**config.mk**
```make
export PLATFORM = sky130hd
export DESIGN_NAME = vga_screen_scheduler
export DESIGN_NICKNAME = d
export VERILOG_FILES = /design/src/rtl/vga_pic_pkg.sv /design/src/rtl/vga_screen_scheduler_result_fifo.sv /design/src/rtl/vga_screen_scheduler.sv
export SDC_FILE = /design/constraint.sdc
export NUM_CORES = 1
export LEC_CHECK = 0
export CORE_MARGIN = 2
export CORE_UTILIZATION = 41
export DETAILED_ROUTE_END_ITERATION = 16
export GPL_TIMING_DRIVEN = 1
export PLACE_DENSITY = 0.64
export SLEW_MARGIN = 0
export SYNTH_ARGS = -nofsm -noshare
export SYNTH_HDL_FRONTEND = slang
export SYNTH_SLANG_ARGS = --single-unit
export TNS_END_PERCENT = 30
```
**constraint.sdc**
```tcl
create_clock -name clk -period 3.76 [get_ports clk]
set_input_delay 0.752 -clock clk [delete_from_list [all_inputs] [get_ports clk]]
set_output_delay 0.752 -clock clk [all_outputs]
set_load 0.005 [all_outputs]
```
**src/rtl/vga_pic_pkg.sv**
```systemverilog
`default_nettype none
// ============================================================================
// Module   : vga_pic_pkg
// Purpose  : Shared definitions for the VGA screen scheduler: picture codes,
//            scheduler FSM state encoding and the picture ROM base-offset
//            decode.
// Revision : 1.0 - initial release
// ============================================================================
package vga_pic_pkg;

    typedef logic [2:0] pic_t;

    // Picture codes as seen on pic_num
    localparam pic_t PIC_DEPOSIT = 3'd0;
    localparam pic_t PIC_PLAYING = 3'd1;
    localparam pic_t PIC_GOOD    = 3'd2;
    localparam pic_t PIC_BAD     = 3'd3;
    localparam pic_t PIC_RECORD  = 3'd4;

    // Scheduler FSM state encoding
    localparam logic [1:0] C_ST_DEPOSIT = 2'd0;
    localparam logic [1:0] C_ST_PLAYING = 2'd1;
    localparam logic [1:0] C_ST_RESULT  = 2'd2;

    // ROM base offset of each picture, in units of one picture:
    // deposit 0, playing 1, bad 2, good 3, record 4. The ROM stores the
    // good picture after the bad one, hence the non-monotonic mapping.
    // With a constant pic_size every branch folds to a constant.
    function automatic logic [16:0] pic_base(input pic_t pic, input logic [16:0] pic_size);
        logic [16:0] w_two;
        w_two = pic_size + pic_size;
        case (pic)
            PIC_PLAYING: pic_base = pic_size;
            PIC_BAD:     pic_base = w_two;
            PIC_GOOD:    pic_base = w_two + pic_size;
            PIC_RECORD:  pic_base = w_two + w_two;
            default:     pic_base = 17'd0;
        endcase
    endfunction

endpackage
`default_nettype wire

```
**src/rtl/vga_screen_scheduler_result_fifo.sv**
```systemverilog
`default_nettype none
// ============================================================================
// Module   : result_fifo
// Purpose  : Small synchronous FIFO of 3-bit picture codes holding result
//            events that arrive while a result picture is on screen.
// Ports    : clk, rst         - clock, synchronous active-high reset
//            i_flush          - discard all contents (wins over push/pop)
//            i_push/i_push_data - write one entry
//            i_pop            - remove the head entry
//            o_head           - current head entry (valid when !o_empty)
//            o_count          - number of stored entries
//            o_full/o_empty   - status flags
// Revision : 1.0 - initial release
// ============================================================================
module result_fifo
    import vga_pic_pkg::*;
#(
    parameter int DEPTH = 4
) (
    input  logic                     clk,
    input  logic                     rst,
    input  logic                     i_flush,
    input  logic                     i_push,
    input  pic_t                     i_push_data,
    input  logic                     i_pop,
    output pic_t                     o_head,
    output logic [$clog2(DEPTH):0]   o_count,
    output logic                     o_full,
    output logic                     o_empty
);

    localparam int                C_AW   = $clog2(DEPTH);
    localparam logic [C_AW:0]     C_FULL = (C_AW + 1)'(DEPTH);
    localparam logic [C_AW-1:0]   C_ONE  = C_AW'(1);

    pic_t              r_mem [DEPTH];
    logic [C_AW-1:0]   r_wr_ptr;
    logic [C_AW-1:0]   r_rd_ptr;
    logic [C_AW:0]     r_count;
    logic              w_push_ok;
    logic              w_pop_ok;

    assign o_full  = (r_count == C_FULL);
    assign o_empty = (r_count == '0);
    assign o_count = r_count;
    assign o_head  = r_mem[r_rd_ptr];

    // A pop in the same cycle frees a slot, so a push into a full FIFO is
    // still accepted when it coincides with a pop.
    assign w_pop_ok  = i_pop && !o_empty && !i_flush;
    assign w_push_ok = i_push && !i_flush && (!o_full || w_pop_ok);

    always_ff @(posedge clk) begin
        if (rst || i_flush) begin
            r_wr_ptr <= '0;
            r_rd_ptr <= '0;
            r_count  <= '0;
        end else begin
            if (w_push_ok) begin
                r_wr_ptr <= r_wr_ptr + C_ONE;
            end
            if (w_pop_ok) begin
                r_rd_ptr <= r_rd_ptr + C_ONE;
            end
            case ({w_push_ok, w_pop_ok})
                2'b10:   r_count <= r_count + 1'b1;
                2'b01:   r_count <= r_count - 1'b1;
                default: r_count <= r_count;
            endcase
        end
    end

    // Storage needs no reset: entries are only read between push and pop.
    always_ff @(posedge clk) begin
        if (w_push_ok) begin
            r_mem[r_wr_ptr] <= i_push_data;
        end
    end

endmodule
`default_nettype wire

```
**src/rtl/vga_screen_scheduler.sv**
```systemverilog
`default_nettype none
// ============================================================================
// Module   : vga_screen_scheduler
// Purpose  : Chooses the full-screen picture shown by the VGA renderer from
//            game event pulses. Result pictures are held for HOLD_CYCLES on
//            screen, further result events are queued, and picture changes
//            are committed only at frame boundaries.
// Ports    : clk, rst                  - clock, synchronous active-high reset
//            ev_start/abort/good/bad/record - one-cycle game event pulses
//            frame_start               - start of vertical blanking pulse
//            pic_num, base_addr        - committed picture and ROM offset
//            hold_busy                 - result hold timer running
//            queue_level               - queued result events
//            drop_cnt                  - lost result events (saturating)
// Revision : 1.0 - initial release
// ============================================================================
module vga_screen_scheduler
    import vga_pic_pkg::*;
#(
    parameter logic [29:0] HOLD_CYCLES = 30'd671088640,
    parameter int          QDEPTH      = 4,
    parameter logic [16:0] PIC_SIZE    = 17'd19200
) (
    input  logic        clk,
    input  logic        rst,
    input  logic        ev_start,
    input  logic        ev_abort,
    input  logic        ev_good,
    input  logic        ev_bad,
    input  logic        ev_record,
    input  logic        frame_start,
    output logic [2:0]  pic_num,
    output logic [16:0] base_addr,
    output logic        hold_busy,
    output logic [3:0]  queue_level,
    output logic [7:0]  drop_cnt
);

    localparam int C_CW = $clog2(QDEPTH) + 1;

    logic [1:0]       r_state;
    pic_t             r_target;
    pic_t             r_pic;
    logic [16:0]      r_base;
    logic [29:0]      r_timer;
    logic [7:0]       r_drop;

    logic [1:0]       w_state_nxt;
    pic_t             w_target_nxt;
    logic             w_timer_clr;
    logic             w_push;
    logic             w_pop;
    logic             w_flush;
    logic [1:0]       w_drops;
    logic [8:0]       w_drop_sum;

    logic             w_res_valid;
    pic_t             w_res_pic;
    logic [1:0]       w_res_cnt;
    logic [1:0]       w_res_lower;

    logic             w_in_hold;
    logic             w_expire;

    pic_t             w_head;
    logic [C_CW-1:0]  w_count;
    logic             w_full;
    logic             w_empty;

    // ---------------------------------------------------------------------
    // Result event priority: record > good > bad. Pulses below the winner
    // are always lost and feed the drop counter.
    // ---------------------------------------------------------------------
    always_comb begin
        w_res_valid = 1'b1;
        w_res_pic   = PIC_RECORD;
        if (ev_record) begin
            w_res_pic = PIC_RECORD;
        end else if (ev_good) begin
            w_res_pic = PIC_GOOD;
        end else if (ev_bad) begin
            w_res_pic = PIC_BAD;
        end else begin
            w_res_valid = 1'b0;
            w_res_pic   = PIC_DEPOSIT;
        end
    end

    assign w_res_cnt   = {1'b0, ev_record} + {1'b0, ev_good} + {1'b0, ev_bad};
    assign w_res_lower = w_res_cnt - {1'b0, w_res_valid};

    // The timer only runs while the result picture is actually on screen.
    assign w_in_hold = (r_state == C_ST_RESULT) && (r_pic == r_target);
    assign w_expire  = w_in_hold && (r_timer == HOLD_CYCLES - 30'd1);

    // ---------------------------------------------------------------------
    // Scheduler FSM next-state logic
    // ---------------------------------------------------------------------
    always_comb begin
        w_state_nxt  = r_state;
        w_target_nxt = r_target;
        w_timer_clr  = 1'b0;
        w_push       = 1'b0;
        w_pop        = 1'b0;
        w_flush      = 1'b0;
        w_drops      = 2'd0;
        case (r_state)
            C_ST_DEPOSIT: begin
                if (ev_start) begin
                    w_state_nxt  = C_ST_PLAYING;
                    w_target_nxt = PIC_PLAYING;
                end
            end
            C_ST_PLAYING: begin
                if (ev_abort) begin
                    w_state_nxt  = C_ST_DEPOSIT;
                    w_target_nxt = PIC_DEPOSIT;
                    w_drops      = w_res_cnt;
                end else if (w_res_valid) begin
                    w_state_nxt  = C_ST_RESULT;
                    w_target_nxt = w_res_pic;
                    w_timer_clr  = 1'b1;
                    w_drops      = w_res_lower;
                end
            end
            C_ST_RESULT: begin
                if (ev_abort) begin
                    w_state_nxt  = C_ST_DEPOSIT;
                    w_target_nxt = PIC_DEPOSIT;
                    w_flush      = 1'b1;
                    w_timer_clr  = 1'b1;
                    w_drops      = w_res_cnt;
                end else if (w_expire) begin
                    w_timer_clr = 1'b1;
                    w_drops     = w_res_lower;
                    if (r_target == PIC_RECORD) begin
                        // A record ends the game; pending results are moot.
                        w_state_nxt  = C_ST_DEPOSIT;
                        w_target_nxt = PIC_DEPOSIT;
                        w_flush      = 1'b1;
                    end else if (!w_empty) begin
                        // Old head is shown next; a coincident event goes
                        // into the slot the pop frees.
                        w_pop        = 1'b1;
                        w_push       = w_res_valid;
                        w_target_nxt = w_head;
                    end else if (w_res_valid) begin
                        // Empty queue: the coincident event goes straight
                        // to the screen instead of through the FIFO.
                        w_target_nxt = w_res_pic;
                    end else begin
                        w_state_nxt  = C_ST_PLAYING;
                        w_target_nxt = PIC_PLAYING;
                    end
                end else if (w_res_valid) begin
                    if (w_full) begin
                        w_drops = w_res_lower + 2'd1;
                    end else begin
                        w_push  = 1'b1;
                        w_drops = w_res_lower;
                    end
                end
            end
            default: begin
                w_state_nxt  = C_ST_DEPOSIT;
                w_target_nxt = PIC_DEPOSIT;
                w_flush      = 1'b1;
            end
        endcase
    end

    assign w_drop_sum = {1'b0, r_drop} + {7'd0, w_drops};

    // ---------------------------------------------------------------------
    // State, timer, drop counter and frame-aligned commit
    // ---------------------------------------------------------------------
    always_ff @(posedge clk) begin
        if (rst) begin
            r_state  <= C_ST_DEPOSIT;
            r_target <= PIC_DEPOSIT;
            r_pic    <= PIC_DEPOSIT;
            r_base   <= 17'd0;
            r_timer  <= 30'd0;
            r_drop   <= 8'd0;
        end else begin
            r_state  <= w_state_nxt;
            r_target <= w_target_nxt;
            r_drop   <= w_drop_sum[8] ? 8'hFF : w_drop_sum[7:0];

            if (w_timer_clr) begin
                r_timer <= 30'd0;
            end else if (w_in_hold) begin
                r_timer <= r_timer + 30'd1;
            end

            // The registered target is compared, so a target written in the
            // same cycle as frame_start waits for the following frame.
            if (frame_start) begin
                r_pic  <= r_target;
                r_base <= pic_base(r_target, PIC_SIZE);
            end
        end
    end

    result_fifo #(
        .DEPTH (QDEPTH)
    ) u_result_fifo (
        .clk         (clk),
        .rst         (rst),
        .i_flush     (w_flush),
        .i_push      (w_push),
        .i_push_data (w_res_pic),
        .i_pop       (w_pop),
        .o_head      (w_head),
        .o_count     (w_count),
        .o_full      (w_full),
        .o_empty     (w_empty)
    );

    assign pic_num     = r_pic;
    assign base_addr   = r_base;
    assign hold_busy   = w_in_hold;
    assign queue_level = 4'(w_count);
    assign drop_cnt    = r_drop;

endmodule
`default_nettype wire

```
==> run summary <==
min Tclk post-route: 3560 ps
dominant synthesized flop cell: dfxtp_1
largest net degree at the start of global routing: 31
sequence of cells on the critical path: ha_1 -> nand4_1 -> or4_4 -> nor4_1 -> buf_4 -> o21bai_1 -> a221oi_1 -> ha_2 -> inv_1 -> fa_1 -> nor2_2 -> nand4_1 -> buf_4 -> a21oi_1
Netlist cell types: 52
vias in the first global route: 3,259
R2R Setup Slk: 200 ps
most frequent cells in the layout: dfxtp_1, nor3_1, xnor2_1
Detailed Routing Iterations Pass 1: 4
Critical Path RT: 4050 ps
PD cells: 373 mW/mm^2
drc violations: 0
Mapped Area: 0.00406 sq mm
number of synthesized flops with an enable pin: 12
hold buffers post-CTS: 0
Crit Path Category: flop to flop
clock sink total: 75
worst r2r src: r_timer[1]
Final period util: 94.6%
first-pass GRT wire length: 15,400 um
CP Data Arrival Time: 3840 ps
Post-Syn Instances: 454
chip width: 104 um
max cap viols: 0
layout cell share with drive strength beyond 1: 12.0%
ys async rst share: 0%
cell taking the most area after synthesis: dfxtp_1
placed wire-length estimate: 6290 um
Worst Tran Pin Value: 641 ps
HP Class: flop to flop
grt total ovfl: 0
P_leak: 1.60 nW
Routability Congestion: 0.862
Synth area leaders: dfxtp_1, edfxtp_1, xnor2_1
Worst VDD drop: 198 uV
post-synthesis register bit count: 75
placed cell count: 615
Root Buffer: clkbuf_8
Clock Latency Late Sink: 360 ps
Startpoint Class: flop
Die Area: 0.0107 sq mm
Final setup violation count: 0
Die Span Y: 104 um
Post-Route WL: 8920 um
CP max-delay cell: or4_4
synthesized area per cell: 8.94 sq um
slowest stage delay, CP: 530 ps
Diodes inserted: 0
antenna-violating nets left: 0
routed vias: 3,304
clock slew at reported path FFs: 80 ps
Top delay family on crit path: simple AND/OR/NAND/NOR gates
Fin. Hold Viols: 0
Finished Layout Cells: 633
R2R Path End: drop_cnt[1]
DR iter-0 viols: 159
Initial Util: 41.9%
core area: 0.00968 sq mm
Worst setup endpoint: drop_cnt[1]
status: finished, final reports clean
crit end category: flop
hold slack: 468 ps
wire length per cell: 14.1 um
CP Depth: 14
register area share after synthesis: 39.9%
skew final: 15.6 ps
Yosys Warn Count: 0
IO buf count: 31
maximum clock rate: 0.281 GHz
CTS Buf Count: 9
Slew Limit Headroom: 57.3%
RSZ-0062 raised after global routing: false
worst setup path start: r_timer[1]
fin. max-slew vios: 0
Rows: 36
CTS tree: done
initial antenna violation count: 0
NumNets Final: 520
R2R cell count: 14
via/cell ratio: 5.22
H-tree Lvls: 3
Ports: 41
critical path fanouts, max: 12
CTS Buffer Depth: 2
top-area cell type share of the netlist area: 31.1%
CP bufs+invs: 3
gr usage total: 17.2%
commonest non-fill, non-tap cell in the layout: dfxtp_1
Layout area overhead: 18.3%
setup_tns: 0 ps
[state kept, by name, indices dropped and copies added (netlist names), named ones only]
name                    count
pic_num                     3
r_timer                    30
u_result_fifo.r_mem        12
u_result_fifo.r_wr_ptr      2
r_target                    3
u_result_fifo.o_count       3
drop_cnt                    8
r_state                     2
u_result_fifo.r_rd_ptr      2
base_addr                   8
[synthesized netlist by cell type, types with 3 or more instances]
cell type,instances
dfxtp_1,63
nor3_1,47
xnor2_1,34
nor2_1,31
nand2_1,25
inv_1,23
a21oi_1,20
nand3_1,19
clkbuf_1,18
mux2i_1,15
nor4_1,15
ha_1,14
nand4_1,13
edfxtp_1,12
o21ai_0,11
buf_4,10
nand2b_1,8
xor2_1,8
and2_1,7
buf_2,5
nor2b_1,5
or3_1,4
a221oi_1,3
and3_1,3
and4_1,3
fa_1,3
mux4_2,3
nor3b_1,3
[tightest hold or removal path: cells and delay by family, from the launching register on]
kind	cells	cell delay, ps
AO/OA/AOI/OAI	1	50
flip-flops	1	310
AND/OR/NAND/NOR	1	60
[layout make-up]
class                           instances  area, sq um
Inverter                               24         90.1
Fill cell                             942         4880
Sequential cell                        75         1620
Clock inverter                          3         21.3
Clock buffer                           13          170
Timing Repair Buffer                   56          505
Multi-Input combinational cell        329         2230
Tap cell                              133          166
[layer usage]
metal | up-vias | GRT usage, % | share of wire [%]
met5 | - | 0 | 0
li1 | 1673 | - | -
met4 | 0 | 5.89 | 1.5
met3 | 13 | 3.90 | 4.8
met2 | 71 | 29.5 | 48
met1 | 1547 | 21.5 | 45
[worst min-delay path by stage]
| stage | slack (ps) | start | depth (start not counted) | end |
|---|---|---|---|---|
| floorplan | 460 | base_addr[9] | 2 | base_addr[9] |
| global placement | 450 | base_addr[9] | 2 | base_addr[9] |
| detailed placement | 460 | base_addr[12] | 2 | base_addr[12] |
| CTS | 470 | base_addr[12] | 2 | base_addr[12] |
| global route | 490 | base_addr[9] | 2 | base_addr[9] |
| finish | 470 | base_addr[9] | 2 | base_addr[9] |
[power by group]
part / switching, W / internal [W]
Sequential: 0.0000200 / 0.000839
Combinational: 0.000185 / 0.000145
Clock: 0.000305 / 0.000299
[cell families after synthesis]
kind of cell             Yosys count  share of synthesized area, %
XOR/XNOR                          42                          9.06
other                              1                        0.0924
adder cells (fa/ha/maj)           17                          5.79
AO/OA/AOI/OAI                     49                          7.58
flip-flops                        75                          39.9
AND/OR/NAND/NOR                  192                          25.0
multiplexers                      20                          5.92
buffers and inverters             58                          6.63
[what timing repair did]
action,in CTS,in global routing
endpoints found under the setup margin,6,8
resized for setup,0,12
setup buffers,1,1
pin swaps,0,6
[through the flow]
| stage | area (sq um) | util (%) | power, W | setup slack (ps) |
|---|---|---|---|---|
| final | 4800 | 49.6 | 0.00179 | 204 |
| after global routing | 4800 | 49.6 | 0.00188 | 22.1 |
| after CTS | 4760 | 49.1 | 0.00181 | 34.0 |
| after detailed placement | 4560 | 47.1 | 0.00120 | -356 |
| after global placement | 4560 | 47.1 | 0.00119 | -255 |
| after floorplan | 4090 | - | 0.00109 | 379 |
Note: power is estimated with default switching activity, not from simulation.
